$ cat config.mk
export PLATFORM = sky130hd
export DESIGN_NAME = led_blink_sequencer_flat
export DESIGN_NICKNAME = d
export VERILOG_FILES = /design/src/rtl/led_seq_pkg.sv /design/src/rtl/led_blink_sequencer_if.sv /design/src/rtl/key_debounce.sv /design/src/rtl/led_blink_sequencer.sv /design/src/flat_wrapper.sv
export SDC_FILE = /design/constraint.sdc
export NUM_CORES = 1
export LEC_CHECK = 0
export ABC_CLOCK_PERIOD_IN_PS = 3170
export CORE_ASPECT_RATIO = 2
export CORE_MARGIN = 2
export CORE_UTILIZATION = 35
export DETAILED_ROUTE_END_ITERATION = 12
export PLACE_DENSITY_LB_ADDON = 0.08
export SLEW_MARGIN = 20
export SYNTH_ARGS = -nofsm -noshare
export SYNTH_HDL_FRONTEND = slang
export SYNTH_SLANG_ARGS = --single-unit
$ cat constraint.sdc
create_clock -name CLOCK_50 -period 3.17 [get_ports CLOCK_50]
set_input_delay 0.7925 -clock CLOCK_50 [delete_from_list [all_inputs] [get_ports CLOCK_50]]
set_output_delay 0.7925 -clock CLOCK_50 [all_outputs]
set_load 0.01 [all_outputs]
$ cat src/rtl/led_seq_pkg.sv
// Shared types and constants for the LED blink sequencer: colour mode
// encoding, key command encoding and the period register width.
package led_seq_pkg;

    localparam int PERIOD_W = 32;

    typedef enum logic [1:0] {
        MODE_GREEN   = 2'd0,
        MODE_RED     = 2'd1,
        MODE_BOTH    = 2'd2,
        MODE_ILLEGAL = 2'd3
    } mode_t;

    typedef enum logic [1:0] {
        CMD_NONE    = 2'd0,
        CMD_SLOWER  = 2'd1,
        CMD_FASTER  = 2'd2,
        CMD_RESTORE = 2'd3
    } cmd_t;

    // Colour rotation GREEN -> RED -> BOTH -> GREEN; the unused code falls back to RED.
    function automatic mode_t next_mode(input mode_t m);
        case (m)
            MODE_GREEN: next_mode = MODE_RED;
            MODE_RED:   next_mode = MODE_BOTH;
            MODE_BOTH:  next_mode = MODE_GREEN;
            default:    next_mode = MODE_RED;
        endcase
    endfunction

endpackage

$ cat src/rtl/led_blink_sequencer_if.sv
// Board-facing signal bundle of the LED blink sequencer.
// Optional macro: LED_SEQ_HOLD_EN adds the HOLD freeze input.
// Handshake: there is no valid/ready pair; KEY is a raw asynchronous level and
// TICK is a one-cycle strobe with no back-pressure, so a consumer must sample
// it every cycle.
interface led_blink_sequencer_if;
    logic [2:0]  KEY;
`ifdef LED_SEQ_HOLD_EN
    logic        HOLD;
`endif
    logic [7:0]  LEDG;
    logic [9:0]  LEDR;
    logic        TICK;
    logic [1:0]  MODE;
    logic [31:0] PERIOD;

`ifdef LED_SEQ_HOLD_EN
    modport master (output KEY, output HOLD,
                    input LEDG, input LEDR, input TICK, input MODE, input PERIOD);
    modport slave  (input KEY, input HOLD,
                    output LEDG, output LEDR, output TICK, output MODE, output PERIOD);
`else
    modport master (output KEY,
                    input LEDG, input LEDR, input TICK, input MODE, input PERIOD);
    modport slave  (input KEY,
                    output LEDG, output LEDR, output TICK, output MODE, output PERIOD);
`endif
endinterface

$ cat src/rtl/key_debounce.sv
// One pushbutton: 2-flop synchroniser, stability counter and press detect.
// The debounced level follows the pin only after DEBOUNCE_CYCLES consecutive
// differing samples; a released->pressed change (1->0) emits a single-cycle
// press pulse, so a held key never repeats.
module key_debounce #(
    parameter int unsigned DEBOUNCE_CYCLES = 500000
) (
    input  logic clk,
    input  logic rst,
    input  logic key_n,
    output logic press
);

    localparam int CW = $clog2(DEBOUNCE_CYCLES + 1);

    logic          sync1_q;
    logic          sync2_q;
    logic          level_q;
    logic [CW-1:0] stab_q;

    // Synchronise the pin, count stable samples, commit the level and pulse on a press.
    always_ff @(posedge clk) begin
        if (rst) begin
            sync1_q <= 1'b1;
            sync2_q <= 1'b1;
            level_q <= 1'b1;
            stab_q  <= '0;
            press   <= 1'b0;
        end else begin
            sync1_q <= key_n;
            sync2_q <= sync1_q;
            press   <= 1'b0;
            if (sync2_q == level_q) begin
                stab_q <= '0;
            end else if (stab_q == CW'(DEBOUNCE_CYCLES - 1)) begin
                level_q <= sync2_q;
                stab_q  <= '0;
                press   <= ~sync2_q;
            end else begin
                stab_q <= stab_q + CW'(1);
            end
        end
    end

endmodule

$ cat src/rtl/led_blink_sequencer.sv
// LED blink sequencer: debounced key commands adjust the blink period, a
// free-running counter produces blink ticks, and the tick stream rotates the
// colour mode GREEN -> RED -> BOTH. LEDs are registered from PHASE/MODE.
// Optional macro: LED_SEQ_HOLD_EN adds HOLD, which freezes the blink counter,
// PHASE, toggle count and MODE while key commands keep working.
module led_blink_sequencer
    import led_seq_pkg::*;
#(
    parameter int unsigned PERIOD_RESET     = 25000000,
    parameter int unsigned PERIOD_STEP      = 12500000,
    parameter int unsigned PERIOD_MIN       = 12500000,
    parameter int unsigned PERIOD_MAX       = 250000000,
    parameter int unsigned TOGGLES_PER_MODE = 6,
    parameter int unsigned DEBOUNCE_CYCLES  = 500000
) (
    input  logic                  CLOCK_50,
    input  logic                  RESET,
    led_blink_sequencer_if.slave  bus
);

    localparam int TCW = $clog2(TOGGLES_PER_MODE + 1);

    logic [2:0]          press;
    logic                hold;
    cmd_t                cmd;
    logic                can_inc;
    logic                can_dec;
    logic                hit;
    logic [PERIOD_W:0]   inc_sum;

    logic [PERIOD_W-1:0] cnt_q, cnt_d;
    logic [PERIOD_W-1:0] period_q, period_d;
    logic                phase_q, phase_d;
    logic [TCW-1:0]      tcount_q, tcount_d;
    mode_t               mode_q, mode_d;
    logic                tick_q, tick_d;
    logic [7:0]          ledg_q;
    logic [9:0]          ledr_q;

    for (genvar i = 0; i < 3; i++) begin : g_key
        key_debounce #(.DEBOUNCE_CYCLES(DEBOUNCE_CYCLES)) u_key_debounce (
            .clk   (CLOCK_50),
            .rst   (RESET),
            .key_n (bus.KEY[i]),
            .press (press[i])
        );
    end

`ifdef LED_SEQ_HOLD_EN
    assign hold = bus.HOLD;
`else
    assign hold = 1'b0;
`endif

    // 33-bit sum so the upper saturation check can never wrap.
    assign inc_sum = {1'b0, period_q} + (PERIOD_W + 1)'(PERIOD_STEP);
    assign can_inc = (inc_sum <= (PERIOD_W + 1)'(PERIOD_MAX));
    assign can_dec = (period_q >= PERIOD_W'(PERIOD_MIN + PERIOD_STEP));
    assign hit     = (cnt_q == period_q);

    // Pick one command per cycle: restore beats slower beats faster.
    always_comb begin
        cmd = CMD_NONE;
        if (press[2])      cmd = CMD_RESTORE;
        else if (press[0]) cmd = CMD_SLOWER;
        else if (press[1]) cmd = CMD_FASTER;
    end

    // Next-state for counter, period, phase and mode; an executed command
    // that clears Cnt swallows a coincident tick, a saturated one is a no-op.
    always_comb begin
        cnt_d    = cnt_q;
        period_d = period_q;
        phase_d  = phase_q;
        tcount_d = tcount_q;
        mode_d   = mode_q;
        tick_d   = 1'b0;
        if (mode_q == MODE_ILLEGAL) mode_d = MODE_RED;
        if (cmd == CMD_RESTORE) begin
            period_d = PERIOD_W'(PERIOD_RESET);
            mode_d   = MODE_RED;
            tcount_d = '0;
            cnt_d    = '0;
            phase_d  = 1'b0;
        end else if (cmd == CMD_SLOWER && can_inc) begin
            period_d = inc_sum[PERIOD_W-1:0];
            cnt_d    = '0;
        end else if (cmd == CMD_FASTER && can_dec) begin
            period_d = period_q - PERIOD_W'(PERIOD_STEP);
            cnt_d    = '0;
        end else if (!hold) begin
            if (hit) begin
                cnt_d   = '0;
                phase_d = ~phase_q;
                tick_d  = 1'b1;
                if (tcount_q == TCW'(TOGGLES_PER_MODE - 1)) begin
                    tcount_d = '0;
                    mode_d   = next_mode(mode_q);
                end else begin
                    tcount_d = tcount_q + TCW'(1);
                end
            end else begin
                cnt_d = cnt_q + PERIOD_W'(1);
            end
        end
    end

    // State registers plus LED drive derived from the current PHASE/MODE.
    always_ff @(posedge CLOCK_50) begin
        if (RESET) begin
            cnt_q    <= '0;
            period_q <= PERIOD_W'(PERIOD_RESET);
            phase_q  <= 1'b0;
            tcount_q <= '0;
            mode_q   <= MODE_RED;
            tick_q   <= 1'b0;
            ledg_q   <= '0;
            ledr_q   <= '0;
        end else begin
            cnt_q    <= cnt_d;
            period_q <= period_d;
            phase_q  <= phase_d;
            tcount_q <= tcount_d;
            mode_q   <= mode_d;
            tick_q   <= tick_d;
            ledg_q   <= (mode_q == MODE_GREEN || mode_q == MODE_BOTH) ? {8{phase_q}} : 8'h00;
            ledr_q   <= (mode_q == MODE_RED || mode_q == MODE_BOTH) ? {10{phase_q}} : 10'h000;
        end
    end

    assign bus.LEDG   = ledg_q;
    assign bus.LEDR   = ledr_q;
    assign bus.TICK   = tick_q;
    assign bus.MODE   = mode_q;
    assign bus.PERIOD = period_q;

endmodule

$ cat src/flat_wrapper.sv
// flat-port wrapper written by rule: the top's interface ports become plain ports
module led_blink_sequencer_flat import led_seq_pkg::*;
#(
    parameter int unsigned PERIOD_RESET     = 25000000,
    parameter int unsigned PERIOD_STEP      = 12500000,
    parameter int unsigned PERIOD_MIN       = 12500000,
    parameter int unsigned PERIOD_MAX       = 250000000,
    parameter int unsigned TOGGLES_PER_MODE = 6,
    parameter int unsigned DEBOUNCE_CYCLES  = 500000
)
  (CLOCK_50, RESET, bus_KEY, bus_LEDG, bus_LEDR, bus_TICK, bus_MODE, bus_PERIOD);
  led_blink_sequencer_if bus_i ();
  input  logic CLOCK_50;
  input  logic RESET;
  input wire logic [$bits(bus_i.KEY)-1:0] bus_KEY;
  output wire logic [$bits(bus_i.LEDG)-1:0] bus_LEDG;
  output wire logic [$bits(bus_i.LEDR)-1:0] bus_LEDR;
  output wire logic [$bits(bus_i.TICK)-1:0] bus_TICK;
  output wire logic [$bits(bus_i.MODE)-1:0] bus_MODE;
  output wire logic [$bits(bus_i.PERIOD)-1:0] bus_PERIOD;
  assign bus_i.KEY = bus_KEY;
  assign bus_LEDG = bus_i.LEDG;
  assign bus_LEDR = bus_i.LEDR;
  assign bus_TICK = bus_i.TICK;
  assign bus_MODE = bus_i.MODE;
  assign bus_PERIOD = bus_i.PERIOD;
  led_blink_sequencer #(.PERIOD_RESET(PERIOD_RESET), .PERIOD_STEP(PERIOD_STEP), .PERIOD_MIN(PERIOD_MIN), .PERIOD_MAX(PERIOD_MAX), .TOGGLES_PER_MODE(TOGGLES_PER_MODE), .DEBOUNCE_CYCLES(DEBOUNCE_CYCLES)) u_core (.CLOCK_50(CLOCK_50), .RESET(RESET), .bus(bus_i));
endmodule
## Word level (Yosys, flattened, before mapping)

Index checks and enable logic that the tools add are counted.

| word-level totals | value |
|---|---|
| register bits | 142 |
| latch bits | 0 |
| RAM bits | 0 |
| ROM bits | 0 |
| bits of input ports | 5 |
| output and inout port bits | 53 |
| word-level logic and storage cells | 94 |
| memories | 0 |

| operators by class | value |
|---|---|
| add/sub/neg operators | 7 |
| multipliers | 0 |
| div/mod/pow operators | 0 |
| $lt $le $gt $ge | 2 |
| equality and inequality tests | 14 |
| shift-type cells | 0 |
| muxes and demuxes | 13 |
| bitwise gates (word level) | 14 |
| reduce and logical (&&, ||, !) cells | 21 |

Operator list:

| kind | count |
|---|---|
| 32-bit two-way mux | 2 |
| 19-bit by 1-bit adder with 19-bit output (second input constant) | 3 |
| 19-bit == test (second input constant) | 3 |
| 32-bit by 24-bit adder with 33-bit output (second input constant) | 1 |
| 33-bit by 28-bit less-or-equal comparator with 1-bit output (second input constant) | 1 |
| 32-bit by 1-bit adder with 32-bit output (second input constant) | 1 |
| 32-bit == test | 1 |
| 32-bit by 25-bit greater-or-equal comparator with 1-bit output (second input constant) | 1 |
| 32-bit by 24-bit subtractor with 32-bit output (second input constant) | 1 |
| 3-bit OR reduction | 6 |
| 2-bit two-way mux | 8 |
| 1-bit NOT | 14 |
| 2-bit == test (second input constant) | 4 |
| 2-bit AND reduction | 3 |
| 2-bit OR reduction | 3 |
| 5-bit OR reduction | 1 |
| 2-bit by 1-bit == test with 1-bit output (second input constant) | 2 |
| 2-bit one-hot mux with 2 select lines | 1 |
| 4-bit OR reduction | 1 |
| 3-bit by 1-bit adder with 3-bit output (second input constant) | 1 |
| 1-bit == test | 3 |
| 3-bit == test (second input constant) | 1 |
| 3-bit two-way mux | 1 |
| 3-bit AND reduction | 1 |
| other kinds (5) | 7 |

## Longest topological paths before layout

Gate-level depths: netlist (run 1).

| logic depth | value |
|---|---|
| depth after elaboration | 7 |
| depth in mapped cells | 12 |
| depth with buffers taken out | 11 |

## Cells and area by module

Synthesis (run 1) repeated with hierarchy kept, for this count alone.

| second synthesis, totals | value |
|---|---|
| cells, all modules | 940 |
| area total of the unflattened synthesis | 7922.6 µm² |

Modules (own cells, without submodules):

| module | instances | cells each | area each (µm²) | seq. area each (µm²) |
|---|---|---|---|---|
| led_blink_sequencer | 1 | 607 | 4870.9 | 1361.3 |
| key_debounce | 3 | 111 | 1017.2 | 460.4 |

## Worst setup path before layout (run 1)

OpenSTA, ideal clock, no wires.

| timing path | value |
|---|---|
| path type | register to register |
| start | register u_core.period_q[5] (netlist: u_core.bus.PERIOD[5]) |
| end | register u_core.period_q[24] (netlist: u_core.bus.PERIOD[24]) |
| setup time | 0.121 ns |
| data arrival time | 3.128 ns |
| setup slack | -0.079 ns |
| cell stages (with the launch flop) | 13 |
| path through | dfxtp_1 ha_1 clkbuf_1 nand4_1 a21oi_1 o21ai_0 a21oi_1 mux2_2 a2111oi_4 buf_6 nand2_2 o21ai_1 mux2_2 |

| on the way | value |
|---|---|
| cells in the longest elaborated chain, start to end | 4 |

Ends and longest elaborated chain:

| element | line | source |
|---|---|---|
| from (decl) | led_blink_sequencer.sv:32 | `logic [PERIOD_W-1:0] period_q, period_d;` |
| from (signal assigned) | led_blink_sequencer.sv:112 | `period_q <= PERIOD_W'(PERIOD_RESET);` |
| from (signal assigned) | led_blink_sequencer.sv:121 | `period_q <= period_d;` |
| 32-bit by 24-bit adder with 33-bit output | led_blink_sequencer.sv:56 | `assign inc_sum = {1'b0, period_q} + (PERIOD_W + 1)'(PERIOD_STEP);` |
| 33-bit by 28-bit less-or-equal comparator with 1-bit output | led_blink_sequencer.sv:57 | `assign can_inc = (inc_sum <= (PERIOD_W + 1)'(PERIOD_MAX));` |
| 1-bit logical AND | led_blink_sequencer.sv:85 | `end else if (cmd == CMD_SLOWER && can_inc) begin` |
| 32-bit two-way mux or 2-bit nonzero test (tied branches) | - |  |

Parallel ways exist; a longest one is shown, timed or not. The select of a mux whose other input is x is not followed.
A chain may end at the register's enable or synchronous reset.

## Worst setup path in the final report (run 1)

| timing path | value |
|---|---|
| start | register u_core.period_q[6] (netlist: u_core.bus.PERIOD[6]) |
| end | register u_core.tcount_q[1] |

| on the way | value |
|---|---|
| cells in the longest elaborated chain, start to end | 5 |

Ends and longest elaborated chain:

| element | line | source |
|---|---|---|
| 32-bit by 24-bit adder with 33-bit output | led_blink_sequencer.sv:56 |  |
| 33-bit by 28-bit less-or-equal comparator with 1-bit output | led_blink_sequencer.sv:57 |  |
| 1-bit logical AND | led_blink_sequencer.sv:85 |  |
| 1-bit NOT (no line) | - |  |
| 3-bit AND reduction (no line) (*) | - |  |
| to (signal assigned) | led_blink_sequencer.sv:123 | `tcount_q <= tcount_d;` |
| to (decl) | led_blink_sequencer.sv:34 | `logic [TCW-1:0] tcount_q, tcount_d;` |

Mark *: on every way between the ends. The rest lies on a longest branch, timed or not.

==> results of run 1 <==
==> cell families after synthesis <==
| kind of cell | after synthesis |
|---|---|
| buffers and inverters | 90 |
| adder cells (fa/ha/maj) | 14 |
| flip-flops | 137 |
| multiplexers | 9 |
| XOR/XNOR | 128 |
| AO/OA/AOI/OAI | 119 |
| other | 1 |
| AND/OR/NAND/NOR | 444 |
==> layout by cell type (no fill, tap or decap), types with 5 or more instances in the layout <==
cell type,netlist,final
nor3b_1,7,5
mux2i_1,7,7
nor2_1,164,163
and3_1,31,30
inv_1,24,24
clkbuf_16,0,17
dfxtp_1,137,131
o21ai_1,5,11
nor4_1,10,8
a31oi_1,6,6
nand4_1,23,23
a21oi_1,22,17
ha_1,14,14
xnor2_1,67,67
clkdlybuf4s50_1,0,52
nand3_1,52,51
or3_1,8,8
a21oi_2,1,6
nand2_1,72,72
xor2_1,61,61
nor3_1,20,17
or2_2,8,8
o211ai_1,7,7
dfxtp_2,0,6
buf_4,22,91
conb_1,1,5
o21ai_0,21,13
and4_1,6,5
nor4b_1,8,8
and2_1,9,9
==> per-stage QoR <==
step / setup WS (ns) / TNS [ns] / total power [mW]
3_3_place_gp: -0.158 / -0.616 / 1.84
5_1_grt: -0.101 / -0.520 / 3.82
3_5_place_dp: -0.118 / -0.391 / 1.84
4_1_cts: 0.00347 / 0 / 3.75
2_1_floorplan: 0.0301 / 0 / 1.82
6_report: 0.0589 / 0 / 3.68
==> power breakdown <==
part | total, mW | internal, mW | switching, mW
Combinational | 0.0650 | 0.0241 | 0.0409
Clock | 1.88 | 1.15 | 0.730
Sequential | 1.74 | 1.73 | 0.00722
==> flip-flops by register name (all words and copies together), names as in the netlist <==
name / count
u_core.g_key.u_key_debounce.level_q: 3
u_core.bus.PERIOD: 27
u_core.tcount_q: 3
u_core.g_key.u_key_debounce.sync1_q: 3
u_core.g_key.u_key_debounce.stab_q: 57
u_core.bus.MODE: 2
u_core.g_key.u_key_debounce.press: 3
u_core.bus.LEDG: 1
u_core.bus.LEDR: 1
u_core.cnt_q: 32
u_core.phase_q: 1
u_core.bus.TICK: 1
u_core.g_key.u_key_debounce.sync2_q: 3
==> per-layer routing <==
metal / vias to the layer above / track usage [%] / wire length (µm)
met5: - / 0 / 0
met3: 66 / 3.42 / 474
met1: 3254 / 19.7 / 8260
met2: 137 / 41.1 / 13300
met4: 0 / 15.2 / 1630
li1: 3436 / - / -
==> worst min-delay path by stage <==
| stage | depth (start not counted) | end | from | slack, ns |
|---|---|---|---|---|
| finish | 1 | u_core.g_key[1].u_key_debounce.sync2_q | u_core.g_key[1].u_key_debounce.sync1_q | 0.41 |
| global route | 1 | u_core.g_key[1].u_key_debounce.sync2_q | u_core.g_key[1].u_key_debounce.sync1_q | 0.42 |
| CTS | 1 | u_core.g_key[1].u_key_debounce.sync2_q | u_core.g_key[1].u_key_debounce.sync1_q | 0.41 |
| detailed placement | 1 | u_core.g_key[1].u_key_debounce.sync2_q | u_core.g_key[1].u_key_debounce.sync1_q | 0.39 |
| global placement | 1 | u_core.g_key[0].u_key_debounce.sync2_q | u_core.g_key[0].u_key_debounce.sync1_q | 0.39 |
| floorplan | 1 | u_core.g_key[0].u_key_debounce.sync2_q | u_core.g_key[0].u_key_debounce.sync1_q | 0.39 |
==> layout make-up <==
type	count	area, µm²
sequential	137	2750
clock inverter	7	70.1
fill	2224	11800
timing repair buffer	146	1260
multi-input combinational	719	4660
inverter	24	90.1
clock buffer	22	484
tap	273	342
==> worst register-to-register path: stages (launching register included) <==
cell and delay (ns):
dfxtp_1 0.33, buf_4 0.16, and2_1 0.26, a21boi_0 0.12, buf_4 0.17, o311ai_0 0.53, a211oi_2 0.14, nand4_1 0.15
o2111ai_2 0.15, buf_4 0.19, buf_4 0.17, a211oi_4 0.35, a21bo_2 0.19, a21oi_1 0.05
==> what timing repair did <==
item                       CTS  global route
hold endpoints to repair     0             0
setup endpoints to repair    7            64
pin swaps                    0            21
buffers inserted             0             4
gates resized for setup      4            47
hold buffers                 0             0
==> metrics.yaml, run 1 <==
status: "completed"
first_global_vias: 7046
final_area_um2: 9660
grt_pass1_wl_mm: 37.1
p_leak_nw: 3.53
synthFlopType: "dfxtp_1"
synth_compound_area_share_pct: 11.5
fmax_mhz: 321
cts_tree: "built"
synth-simple-area-share_pct: 28.5
maxCapViolCount: 0
finalNonFillerCells: 1328
reg2reg_from: "u_core.bus.PERIOD[6]"
startpoint_type: "flop"
drtIter0Drc: 303
drc: 0
crit_end: "u_core.tcount_q[1]"
worstReg2RegEnd: "u_core.tcount_q[1]"
yosysTopAreaCellShare_pct: 35.8
viasPerCell: 5.19
critPathBufInv: 4
arrival_ns: 3.39
cp_common_cell: "buf_4"
hold_viol_final: 0
power.density_nw_per_um2: 381
cts_htree_levels: 4
place_area_um2: 8890
clock_latency_ns: 0.42
nets: 1064
r2r_cells: 13
synthMuxAreaShare_pct: 1.21
cts_sinks: 137
vias: 6893
numPortBuffers: 52
synth_top_family_by_area: "simple AND/OR/NAND/NOR gates"
start_util_pct: 35.7
routabilityCongestion: 0.904
synth_xor_xnor_area_share_pct: 14.6
peakVddDrop_mv: 0.294
r2r_slack_ns: 0.06
cp_cell_sequence: "buf_4 > and2_1 > a21boi_0 > buf_4 > o311ai_0 > a211oi_2 > nand4_1 > o2111ai_2 > buf_4 > buf_4 > a211oi_4 > a21bo_2 > a21oi_1"
drt-total-wl_mm: 23.6
max_slew.worst_pin.slew_ns: 0.717
grt_overflow_total: 0
cp_top_family: "compound AO/OA/AOI/OAI gates"
placedCellCount: 1295
groute.usage.overall_pct: 21.4
final.min_clock_period_ns: 3.11
dp_hpwl_mm: 18.3
antenna_left: 0
slew_headroom_pct: 52.2
synth_fa_ha_area_share_pct: 2.29
area_growth_pct: 26.1
path_depth: 13
yosys_warnings: 0
synthTopCellsByArea: "dfxtp_1 (36%), nor2_1 (8.0%), xnor2_1 (7.7%), xor2_1 (7.0%), nand2_1 (3.5%)"
cts_buffers: 17
wire_per_inst_um: 17.8
synth_edf_count: 0
synth_common_cells: "nor2_1 (164), dfxtp_1 (137), nand2_1 (72)"
core_um2: 21500
critPathRequiredTime_ns: 3.44
crit_path_max_incr_delay_ns: 0.53
post-route-util_pct: 45.0
setup_viol: 0
drv_slew: 0
seq_area_frac_synth_pct: 35.8
cp-end-kind: "flop"
clockRootBuffer: "clkbuf_16"
worstHoldPathType: "flop to flop"
clk_pin_slew_ns: 0.06
holdWs_ns: 0.409
rsz0062_at_grt: "yes"
die_x_um: 109
period_share_pct: 98.1
synthCells: 942
ys_seq_elements: 137
skew_ns: 0.0107
drtPass1Iterations: 4
num_antenna_cells: 0
grt_max_degree: 33
die_y_um: 213
num_rows: 76
drive_above_1_share_pct: 17.6
syn_area_per_cell_um2: 8.13
critPathLaunch: "u_core.bus.PERIOD[6]"
pin_count: 58
synthDistinctLibCells: 76
path_class: "flop to flop"
synth_top_area_cell: "dfxtp_1"
crit_fanout: 8
synthArstFlopShare_pct: 0
syn-cell-area_um2: 7660
die_area_um2: 23200
crit_slowest_cell: "o311ai_0"
cts_max_path_buffers: 2
antenna_found_initial: 0
synth_most_common_cell: "nor2_1"
(Power assumes the default switching activity.)
==> inputs of run 2 (changes only) <==
- CORE_MARGIN: 2 -> 4
==> run 2 against run 1 <==
Compared with the run above: via count is 1.0% lower; critical endpoint is now u_core.bus.PERIOD[21]; sequential power hardly changed; sequential share of layout area hardly changed; count of clock-buffer cells in the layout is 1 higher; critical path type unchanged; worst setup slack better by 0.012 ns.
==> metrics.yaml, run 2 (synthesized netlist as in run 1, its figures left out) <==
status: "completed"
top_register: "u_core.g_key.u_key_debounce.stab_q"
arrival_ns: 3.42
swShare_pct: 21.1
holdWs_ns: 0.407
cp-end-kind: "flop"
slew_headroom_pct: 55.0
power.density_nw_per_um2: 390
cts_buffers: 17
start_util_pct: 35.5
post-route-util_pct: 44.6
clock_latency_ns: 0.43
grt_overflow_total: 0
final_common_cell: "nor2_1"
final.min_clock_period_ns: 3.10
grt_pass1_wl_mm: 35.5
num_rows: 76
die_y_um: 217
die_x_um: 113
startpoint_type: "flop"
wire_per_inst_um: 17.3
core_um2: 21600
antenna_left: 0
drive_above_1_share_pct: 16.0
drt-total-wl_mm: 22.9
peakVddDrop_mv: 0.303
drtIter0Drc: 229
switchingPower_uw: 793
drc: 0
p_comb_share_pct: 1.6
intPower_mw: 2.96
dp_hpwl_mm: 17.6
max_slew.worst_pin.slew_ns: 0.675
viasPerCell: 5.15
grt_max_degree: 33
mostFrequentLayoutCells: "nor2_1 (162), dfxtp_1 (135), buf_4 (78), nand2_1 (72), xnor2_1 (67)"
power_frac_seq_pct: 46.3
numPortBuffers: 52
path_class: "flop to flop"
p_clk_share_pct: 52.1
area_growth_pct: 25.7
vias: 6821
setup_viol: 0
first_global_vias: 6832
drv_slew: 0
maxCapViolCount: 0
drtPass1Iterations: 4
fmax_mhz: 323
cts_sinks: 137
cts_max_path_buffers: 2
groute.usage.overall_pct: 18.7
num_antenna_cells: 0
tns_ns: 0
hold_path_depth: 1
clockRootBuffer: "clkbuf_16"
nets: 1058
rsz0062_at_grt: "yes"
worstHoldPathType: "flop to flop"
period_share_pct: 97.8
pin_count: 58
cts_hold_buf: 0
die_area_um2: 24500
routabilityCongestion: 0.893
r2r_cells: 10
cts_htree_levels: 4
skew_ns: 0.00913
antenna_found_initial: 0
crit_fanout: 6
clk_pin_slew_ns: 0.06
p_leak_nw: 3.50
fillers: 2202
largest_reg_flops: 57
hold_viol_final: 0
critPathRequiredTime_ns: 3.49
cts_tree: "built"
==> run 2: path summary, 6_finish.rpt <==
| path | startpoint | slack (ns) | endpoint |
|---|---|---|---|
| worst max-delay path | u_core.bus.PERIOD[13] | 0.07 | u_core.bus.PERIOD[21] |
| worst min-delay path | u_core.g_key[2].u_key_debounce.sync1_q | 0.41 | u_core.g_key[2].u_key_debounce.sync2_q |
| worst max register to register | u_core.bus.PERIOD[13] | 0.07 | u_core.bus.PERIOD[21] |
| worst min register to register | u_core.g_key[2].u_key_debounce.sync1_q | 0.41 | u_core.g_key[2].u_key_debounce.sync2_q |
==> run 2: power by group through the flow <==
stage          Sequential [mW]  Clock, mW  Combinational (mW)
3_3_place_gp              1.78          0              0.0618
2_1_floorplan             1.77          0              0.0439
6_report                  1.74       1.96              0.0596
4_1_cts                   1.74       2.02              0.0620
3_5_place_dp              1.78          0              0.0619
5_1_grt                   1.74       2.09              0.0667
==> run 2: final cells by class <==
type	instances	area, µm²	share of cell area, %
clock inverters	8	95.1	0.987
inverters	24	90.1	0.935
flip-flops and latches	137	2750	28.5
well taps	273	342	3.55
repair buffers	140	1290	13.4
multi-input cells	719	4590	47.7
clock buffers	23	478	4.96
==> run 2: repair_timing <==
item	in CTS	in global routing
setup buffers	3	6
resized for setup	3	30
setup endpoints to repair	12	65
pin swaps	3	13
==> run 2: metal layers <==
metal | vias up | routed length [µm] | global-route usage (%)
met5 | - | 0 | 0
met4 | 0 | 1660 | 12.8
met3 | 75 | 548 | 3.17
met2 | 135 | 12700 | 36.8
met1 | 3192 | 7950 | 16.8
li1 | 3419 | - | -
==> run 2: worst max-delay path: stages (launching register included) <==
cell	delay (ns)
dfxtp_2	0.32
or4_4	0.58
a22o_4	0.31
o21a_1	0.24
a22oi_2	0.19
o22ai_4	0.13
a2111o_1	0.57
nor2_4	0.23
buf_12	0.14
o2bb2a_4	0.15
mux2i_1	0.11
==> run 2: through the flow <==
step	setup slack, ns	instance area [µm²]	std cells	total power [mW]
after CTS	-0.00103	9440	1318	3.82
after detailed placement	-0.0953	8830	1284	1.84
after global routing	-0.0405	9630	1324	3.89
after global placement	-0.0762	8830	1284	1.84
final	0.0706	9630	1324	3.75
after floorplan	0.0301	7680	946	1.82
